## src/rtl/ammrv2axi_pkg.sv

```systemverilog
// Shared constants and helpers for the pipelined Avalon-MM to AXI4-Lite bridge.
// Covers response codes, counter sizing and read transfer-size derivation.
package ammrv2axi_pkg;

  localparam logic [1:0] RESP_OKAY   = 2'b00;
  localparam logic [1:0] RESP_SLVERR = 2'b10;
  localparam logic [1:0] RESP_DECERR = 2'b11;

  // Width needed to hold the values 0..max_val inclusive.
  function automatic int cnt_width(input int max_val);
    return $clog2(max_val + 1);
  endfunction

  // One byte lane gives size 0.
  // One naturally aligned byte pair gives size 1.
  // Anything else uses the full bus width.
  function automatic logic [2:0] calc_arsize(input logic [7:0] be, input int dbytes);
    int   ones;
    logic pair;
    ones = 0;
    pair = 1'b0;
    for (int i = 0; i < 8; i++) begin
      if (be[i]) ones++;
    end
    for (int k = 0; k < 4; k++) begin
      if (be == (8'h03 << (2 * k))) pair = 1'b1;
    end
    if (ones == 1) return 3'd0;
    if (pair) return 3'd1;
    case (dbytes)
      1:       return 3'd0;
      2:       return 3'd1;
      4:       return 3'd2;
      default: return 3'd3;
    endcase
  endfunction

endpackage

```

## src/rtl/ammrv2axi_ostcnt.sv

```systemverilog
// Outstanding-transaction counter for one bridge direction.
// Increments on accept and decrements on response; never drops below zero.
module ammrv2axi_ostcnt
  import ammrv2axi_pkg::*;
#(
  parameter int P_MAX = 4,
  parameter int P_W   = cnt_width(P_MAX)
) (
  input  logic           clk,
  input  logic           reset,
  input  logic           inc,
  input  logic           dec,
  output logic [P_W-1:0] cnt,
  output logic           full,
  output logic           empty
);

  logic [P_W-1:0] cnt_q, cnt_d;
  logic           inc_eff, dec_eff;

  assign full  = (cnt_q == P_W'(P_MAX));
  assign empty = (cnt_q == '0);
  assign cnt   = cnt_q;

  // A response seen at zero is spurious and is ignored.
  // An accept at full is only taken when a response frees a slot.
  always_comb begin
    dec_eff = dec && !empty;
    inc_eff = inc && (!full || dec_eff);
    cnt_d   = cnt_q;
    case ({inc_eff, dec_eff})
      2'b10:   cnt_d = cnt_q + P_W'(1);
      2'b01:   cnt_d = cnt_q - P_W'(1);
      default: cnt_d = cnt_q;
    endcase
  end

  always_ff @(posedge clk) begin
    if (reset) cnt_q <= '0;
    else       cnt_q <= cnt_d;
  end

endmodule

```

## src/rtl/ammrv2axi_pipe.sv

```systemverilog
// Pipelined Avalon-MM (readdatavalid) slave to AXI4-Lite master bridge.
// Define AMMRV2AXI_WRRESP_EN to add amm_writeresponsevalid and forward bresp.
module ammrv2axi_pipe
  import ammrv2axi_pkg::*;
#(
  parameter int P_ASIZE  = 32,
  parameter int P_DBYTES = 4,
  parameter int P_MAX_RD = 4,
  parameter int P_MAX_WR = 4
) (
  input  logic                  clk,
  input  logic                  reset,
  input  logic [P_ASIZE-1:0]    amm_address,
  input  logic [8*P_DBYTES-1:0] amm_writedata,
  input  logic [P_DBYTES-1:0]   amm_byteenable,
  input  logic                  amm_read,
  input  logic                  amm_write,
  output logic                  amm_waitrequest,
  output logic [8*P_DBYTES-1:0] amm_readdata,
  output logic                  amm_readdatavalid,
  output logic [1:0]            amm_response,
`ifdef AMMRV2AXI_WRRESP_EN
  output logic                  amm_writeresponsevalid,
`endif
  output logic [P_ASIZE-1:0]    axi_awaddr,
  output logic                  axi_awvalid,
  input  logic                  axi_awready,
  output logic [8*P_DBYTES-1:0] axi_wdata,
  output logic [P_DBYTES-1:0]   axi_wstrb,
  output logic                  axi_wvalid,
  input  logic                  axi_wready,
  input  logic [1:0]            axi_bresp,
  input  logic                  axi_bvalid,
  output logic                  axi_bready,
  output logic [P_ASIZE-1:0]    axi_araddr,
  output logic [2:0]            axi_arsize,
  output logic                  axi_arvalid,
  input  logic                  axi_arready,
  input  logic [8*P_DBYTES-1:0] axi_rdata,
  input  logic [1:0]            axi_rresp,
  input  logic                  axi_rvalid,
  output logic                  axi_rready
);

  localparam int DW   = 8 * P_DBYTES;
  localparam int RD_W = cnt_width(P_MAX_RD);
  localparam int WR_W = cnt_width(P_MAX_WR);

  logic               awvalid_q, awvalid_d;
  logic               wvalid_q, wvalid_d;
  logic               arvalid_q, arvalid_d;
  logic [P_ASIZE-1:0] awaddr_q, awaddr_d;
  logic [DW-1:0]      wdata_q, wdata_d;
  logic [P_DBYTES-1:0] wstrb_q, wstrb_d;
  logic [P_ASIZE-1:0] araddr_q, araddr_d;
  logic [2:0]         arsize_q, arsize_d;

  logic [RD_W-1:0] rd_cnt;
  logic [WR_W-1:0] wr_cnt;
  logic            rd_full, rd_empty, wr_full, wr_empty;
  logic            aw_free, w_free, ar_free;
  logic            rd_room, wr_room, rd_drained, wr_drained;
  logic            wr_accept, rd_accept;
  logic [7:0]      be_ext;

  ammrv2axi_ostcnt #(.P_MAX(P_MAX_RD), .P_W(RD_W)) u_rd_cnt (
    .clk   (clk),
    .reset (reset),
    .inc   (rd_accept),
    .dec   (axi_rvalid),
    .cnt   (rd_cnt),
    .full  (rd_full),
    .empty (rd_empty)
  );

  ammrv2axi_ostcnt #(.P_MAX(P_MAX_WR), .P_W(WR_W)) u_wr_cnt (
    .clk   (clk),
    .reset (reset),
    .inc   (wr_accept),
    .dec   (axi_bvalid),
    .cnt   (wr_cnt),
    .full  (wr_full),
    .empty (wr_empty)
  );

  // A slot is usable when empty or when its handshake completes this cycle.
  // A response arriving this cycle already counts as freeing its slot.
  assign aw_free    = !awvalid_q || axi_awready;
  assign w_free     = !wvalid_q  || axi_wready;
  assign ar_free    = !arvalid_q || axi_arready;
  assign rd_room    = !rd_full || axi_rvalid;
  assign wr_room    = !wr_full || axi_bvalid;
  assign rd_drained = rd_empty || ((rd_cnt == RD_W'(1)) && axi_rvalid);
  assign wr_drained = wr_empty || ((wr_cnt == WR_W'(1)) && axi_bvalid);

  assign wr_accept = !reset && amm_write && aw_free && w_free && wr_room && rd_drained;
  assign rd_accept = !reset && amm_read && !amm_write && ar_free && rd_room && wr_drained;
  assign amm_waitrequest = !(wr_accept || rd_accept);

  assign be_ext = 8'(amm_byteenable);

  // A valid only drops on its own handshake; payload only loads on accept.
  always_comb begin
    awvalid_d = awvalid_q;
    wvalid_d  = wvalid_q;
    arvalid_d = arvalid_q;
    awaddr_d  = awaddr_q;
    wdata_d   = wdata_q;
    wstrb_d   = wstrb_q;
    araddr_d  = araddr_q;
    arsize_d  = arsize_q;
    if (axi_awready) awvalid_d = 1'b0;
    if (axi_wready)  wvalid_d  = 1'b0;
    if (axi_arready) arvalid_d = 1'b0;
    if (wr_accept) begin
      awvalid_d = 1'b1;
      wvalid_d  = 1'b1;
      awaddr_d  = amm_address;
      wdata_d   = amm_writedata;
      wstrb_d   = amm_byteenable;
    end
    if (rd_accept) begin
      arvalid_d = 1'b1;
      araddr_d  = amm_address;
      arsize_d  = calc_arsize(be_ext, P_DBYTES);
    end
  end

  always_ff @(posedge clk) begin
    if (reset) begin
      awvalid_q <= 1'b0;
      wvalid_q  <= 1'b0;
      arvalid_q <= 1'b0;
      awaddr_q  <= '0;
      wdata_q   <= '0;
      wstrb_q   <= '0;
      araddr_q  <= '0;
      arsize_q  <= '0;
    end else begin
      awvalid_q <= awvalid_d;
      wvalid_q  <= wvalid_d;
      arvalid_q <= arvalid_d;
      awaddr_q  <= awaddr_d;
      wdata_q   <= wdata_d;
      wstrb_q   <= wstrb_d;
      araddr_q  <= araddr_d;
      arsize_q  <= arsize_d;
    end
  end

  assign axi_awvalid = awvalid_q;
  assign axi_wvalid  = wvalid_q;
  assign axi_arvalid = arvalid_q;
  assign axi_awaddr  = awaddr_q;
  assign axi_wdata   = wdata_q;
  assign axi_wstrb   = wstrb_q;
  assign axi_araddr  = araddr_q;
  assign axi_arsize  = arsize_q;
  assign axi_bready  = 1'b1;
  assign axi_rready  = 1'b1;

  assign amm_readdata      = axi_rdata;
  assign amm_readdatavalid = axi_rvalid;

`ifdef AMMRV2AXI_WRRESP_EN
  // Read and write responses cannot overlap, so bvalid selects the source.
  assign amm_writeresponsevalid = axi_bvalid;
  assign amm_response = axi_bvalid ? axi_bresp : axi_rresp;
`else
  logic unused_bresp;
  assign unused_bresp = ^axi_bresp;
  assign amm_response = axi_rresp;
`endif

endmodule
```

## config.mk

```make
export PLATFORM = sky130hd
export DESIGN_NAME = ammrv2axi_pipe
export DESIGN_NICKNAME = d
export VERILOG_FILES = /design/src/rtl/ammrv2axi_pkg.sv /design/src/rtl/ammrv2axi_ostcnt.sv /design/src/rtl/ammrv2axi_pipe.sv
export SDC_FILE = /design/constraint.sdc
export NUM_CORES = 1
export LEC_CHECK = 0
export BUFFER_PORTS_ARGS = -buffer_cell sky130_fd_sc_hd__buf_2
export CAP_MARGIN = 20
export CORE_UTILIZATION = 46
export DETAILED_ROUTE_END_ITERATION = 10
export PLACE_DENSITY = 0.85
export SETUP_SLACK_MARGIN = 0.02
export SYNTH_ARGS = -nofsm -noshare
export SYNTH_HDL_FRONTEND = slang
export SYNTH_HIERARCHICAL = 1
export SYNTH_SLANG_ARGS = --single-unit
export TNS_END_PERCENT = 10
```

## constraint.sdc

```tcl
create_clock -name clk -period 3.33 [get_ports clk]
set_clock_uncertainty 0.2 [all_clocks]
set_input_delay 0.333 -clock clk [delete_from_list [all_inputs] [get_ports clk]]
set_output_delay 0.333 -clock clk [all_outputs]
set_load 0.01 [all_outputs]
```

==> run_results.csv <==
group,metric,value,unit
status,status,"finished, final reports clean",
global_routing,grt_pass1_vias,4712,
power,peakVddDrop,0.608,mV
setup_path,critPathKind,"register to register",
floorplan,fp.dieW,106,um
cts,cts_root_buffer,"clkbuf_8",
setup_path,crit_path_start_kind,"register",
cts,ctsLongestPathBuffers,2,
yosys,synth.area.top_cells,"dfxtp_1 45%, a21oi_1 10%, nand3_1 10%",
cells_and_area,fin_cells,885,
yosys,ys_seq_elements,111,
yosys,synth_flop_cell,"dfxtp_1",
place,place_hpwl,9010,um
timing,fmax,0.333,GHz
yosys,yosysMostFrequentCell,"dfxtp_1",
yosys,ys_seq_area_share,44.7,%
yosys,syn_inst,606,
cells_and_area,synthToLayoutAreaGrowth,22.2,%
power,total_power,0.00400,W
detailed_routing,drtIter0Drc,409,
detailed_routing,vias,4993,
setup_path,crit_top_cell,"nand2b_1",
timing,slew_viol_final,0,
cells_and_area,fillers,992,
cts,h-tree-depth,3,
global_routing,antenna_found_initial,0,
floorplan,die_area,11200,um2
setup_path,crit_required,3.35,ns
global_routing,gr-usage-all-layers,25.0,%
timing,slew_headroom,49.6,%
yosys,synth_top_area_cell,"dfxtp_1",
setup_path,critPathCaptureType,"register",
floorplan,die_h,106,um
cts,cts.clk_slew.worst_paths,0.12,ns
cts,clock_latency,0.37,ns
place,place_area,5610,um2
place,place_inst,843,
place,gp_congestion,0.811,
floorplan,num_rows,37,
timing,grt_setup_unrepaired,"false",
cts,tritoncts,"yes",
global_routing,grt_overflow,0,
setup_path,crit_path_cell_trace,"nor2_1 -> and2_2 -> nand2b_1 -> and4_2 -> nand2_1 -> inv_1 -> or3b_2 -> fa_1 -> nand2b_1 -> o211ai_1 -> a31oi_1",
cells_and_area,n_antenna_cell,0,
detailed_routing,avgRoutedWirePerCell,16.0,um
yosys,async_flop_share,0,%
detailed_routing,wirelength,14200,um
timing,tns,0,ns
cts,holdBufCountCts,26,
setup_path,max_stage_delay,0.50,ns
cells_and_area,nets,862,
timing,finalCritPeriodShare,90.2,%
cells_and_area,drive_gt1_share,30.7,%
global_routing,grt_util_met1,28.5,%
global_routing,grt_max_degree,69,
hold_path,min_to,"axi_araddr[11]",
place,port_buffers,183,
global_routing,grt.busiest_layer,"met2",
timing,finalHoldViolations,0,
setup_path,slowest_stage,"or3b_2",
setup_path,crit_arrival,3.02,ns
setup_path,critical_path.max_fanout,7,
yosys,synth_edf_count,0,
cts,cts_num_sinks,111,
power,leakagePower,2.61,nW
cts,cts_resized,0,
yosys,ys_warn_count,6,
detailed_routing,viasPerCell,5.64,
timing,tightest_slew,0.756,ns
setup_path,r2r_slack,0.32,ns
cts,post_cts_buffers,0,
hold_path,min-delay-start,"amm_address[11]",
run,max_cap_viol_count,0,
cells_and_area,postLayoutCellArea,6080,um2
power,power_density,658,nW/um2
cells_and_area,multiInputGateArea,2160,um2
cells_and_area,postLayoutCoreUtil,58.3,%
timing,finalSetupViolCount,0,
floorplan,io_pins,257,
detailed_routing,drt_first_pass_iters,5,
yosys,yosysTopAreaCellShare,44.7,%
hold_path,hp-class,"input pin to register",
detailed_routing,drc,0,
setup_path,r2r-start,"u_wr_cnt/cnt[1]",
floorplan,start_util,47.7,%
yosys,synth_cell_type_count,41,
global_routing,use_met3,5.40,%
hold_path,min_delay_path_depth,3,
yosys,syn_area,4970,um2
timing,min_period,3.01,ns
cts,numCtsBuffers,9,
setup_path,timing.rr.end,"u_wr_cnt/cnt[2]",
floorplan,core_area,10400,um2
global_routing,grt_pass1_wl,22700,um
yosys,synthTopCellsByCount,"111 x dfxtp_1, 104 x a21oi_1, 101 x nand3_1",
global_routing,use_met2,44.3,%
yosys,synth_area_per_cell,8.20,um2
detailed_routing,ant_nets,0,
setup_path,rr_worst_depth,11,
cells_and_area,regArea,2220,um2
metal layers:
| layer | vias to the layer above | share of wire (%) | wire length (um) |
|---|---|---|---|
| li1 | 2358 | - | - |
| met1 | 2345 | 39 | 5490 |
| met2 | 229 | 51 | 7170 |
| met3 | 61 | 7.5 | 1070 |
| met4 | 0 | 3.2 | 460 |
| met5 | - | 0 | 0 |
through the flow:
stage | hold WS [ns] | worst slack (ns)
2_1_floorplan | 0.202 | 0.418
3_3_place_gp | 0.258 | 0.453
3_5_place_dp | 0.263 | 0.402
4_1_cts | 0.000352 | 0.361
5_1_grt | 0.000213 | 0.183
6_report | 0.0179 | 0.325
report_power, final:
part           internal (W)  switching, W
sequential          0.00150     0.0000995
combinational      0.000491       0.00107
clock              0.000362      0.000478
total               0.00235       0.00164
cells by family (layout without fill, tap and decap cells):
| logic type | count (synthesis) | count (layout) | synth area share [%] |
|---|---|---|---|
| flops | 111 | 111 | 44.7 |
| compound gates | 219 | 219 | 23.0 |
| simple gates | 154 | 154 | 16.5 |
| fa+ha+maj | 5 | 5 | 1.56 |
| mux | 6 | 6 | 1.33 |
| other cells | 2 | 3 | 0.151 |
| xor+xnor | 4 | 4 | 0.705 |
| buf+inv | 105 | 247 | 12.0 |
state kept, by name, indices dropped and copies added (netlist names):
register	count
axi_araddr	32
axi_arsize	2
axi_arvalid	1
axi_awaddr	32
axi_awvalid	1
axi_wdata	32
axi_wstrb	4
axi_wvalid	1
u_rd_cnt/cnt	3
u_wr_cnt/cnt	3
critical path, delay by kind of cell, from the launching register on:
kind	cells	cell delay [ns]
adder cells (fa/ha/maj)	1	0.39
buffers and inverters	1	0.13
AND/OR/NAND/NOR	7	1.52
flip-flops	1	0.37
AO/OA/AOI/OAI	2	0.25
worst max-delay path by stage:
stage | endpoint | depth (start not counted) | startpoint | slack (ns)
final | u_wr_cnt/cnt[2] | 11 | u_wr_cnt/cnt[1] | 0.32
after global routing | u_wr_cnt/cnt[2] | 11 | u_wr_cnt/cnt[1] | 0.18
after CTS | u_wr_cnt/cnt[2] | 11 | u_wr_cnt/cnt[1] | 0.36
after detailed placement | u_wr_cnt/cnt[2] | 11 | u_wr_cnt/cnt[1] | 0.40
after global placement | u_wr_cnt/cnt[2] | 11 | u_wr_cnt/cnt[1] | 0.45
after floorplan | u_wr_cnt/cnt[2] | 13 | u_wr_cnt/cnt[1] | 0.42
layout make-up:
cell class / instances / area share, %
flip-flops and latches: 111 / 36.6
multi-input cells: 391 / 35.6
repair buffers: 221 / 21.1
well taps: 136 / 2.80
clock buffers: 10 / 2.10
clock inverters: 6 / 1.21
inverters: 10 / 0.618
placed cells by master, fill, tap and decap left out, types with 3 or more instances in the layout:
master and n:
nor2b_1 3, nor2_1 17, o21ai_0 99, conb_1 3
ha_1 3, nand3b_1 3, mux2_2 5, o21ai_1 4
dlygate4sd3_1 26, buf_2 182, inv_6 4, nand2_1 3
dfxtp_1 111, a21oi_1 104, nand2b_1 7, inv_1 10
clkbuf_8 9, buf_4 12, o211ai_1 3, nand3_1 101
Note: power is estimated with default switching activity, not from simulation.
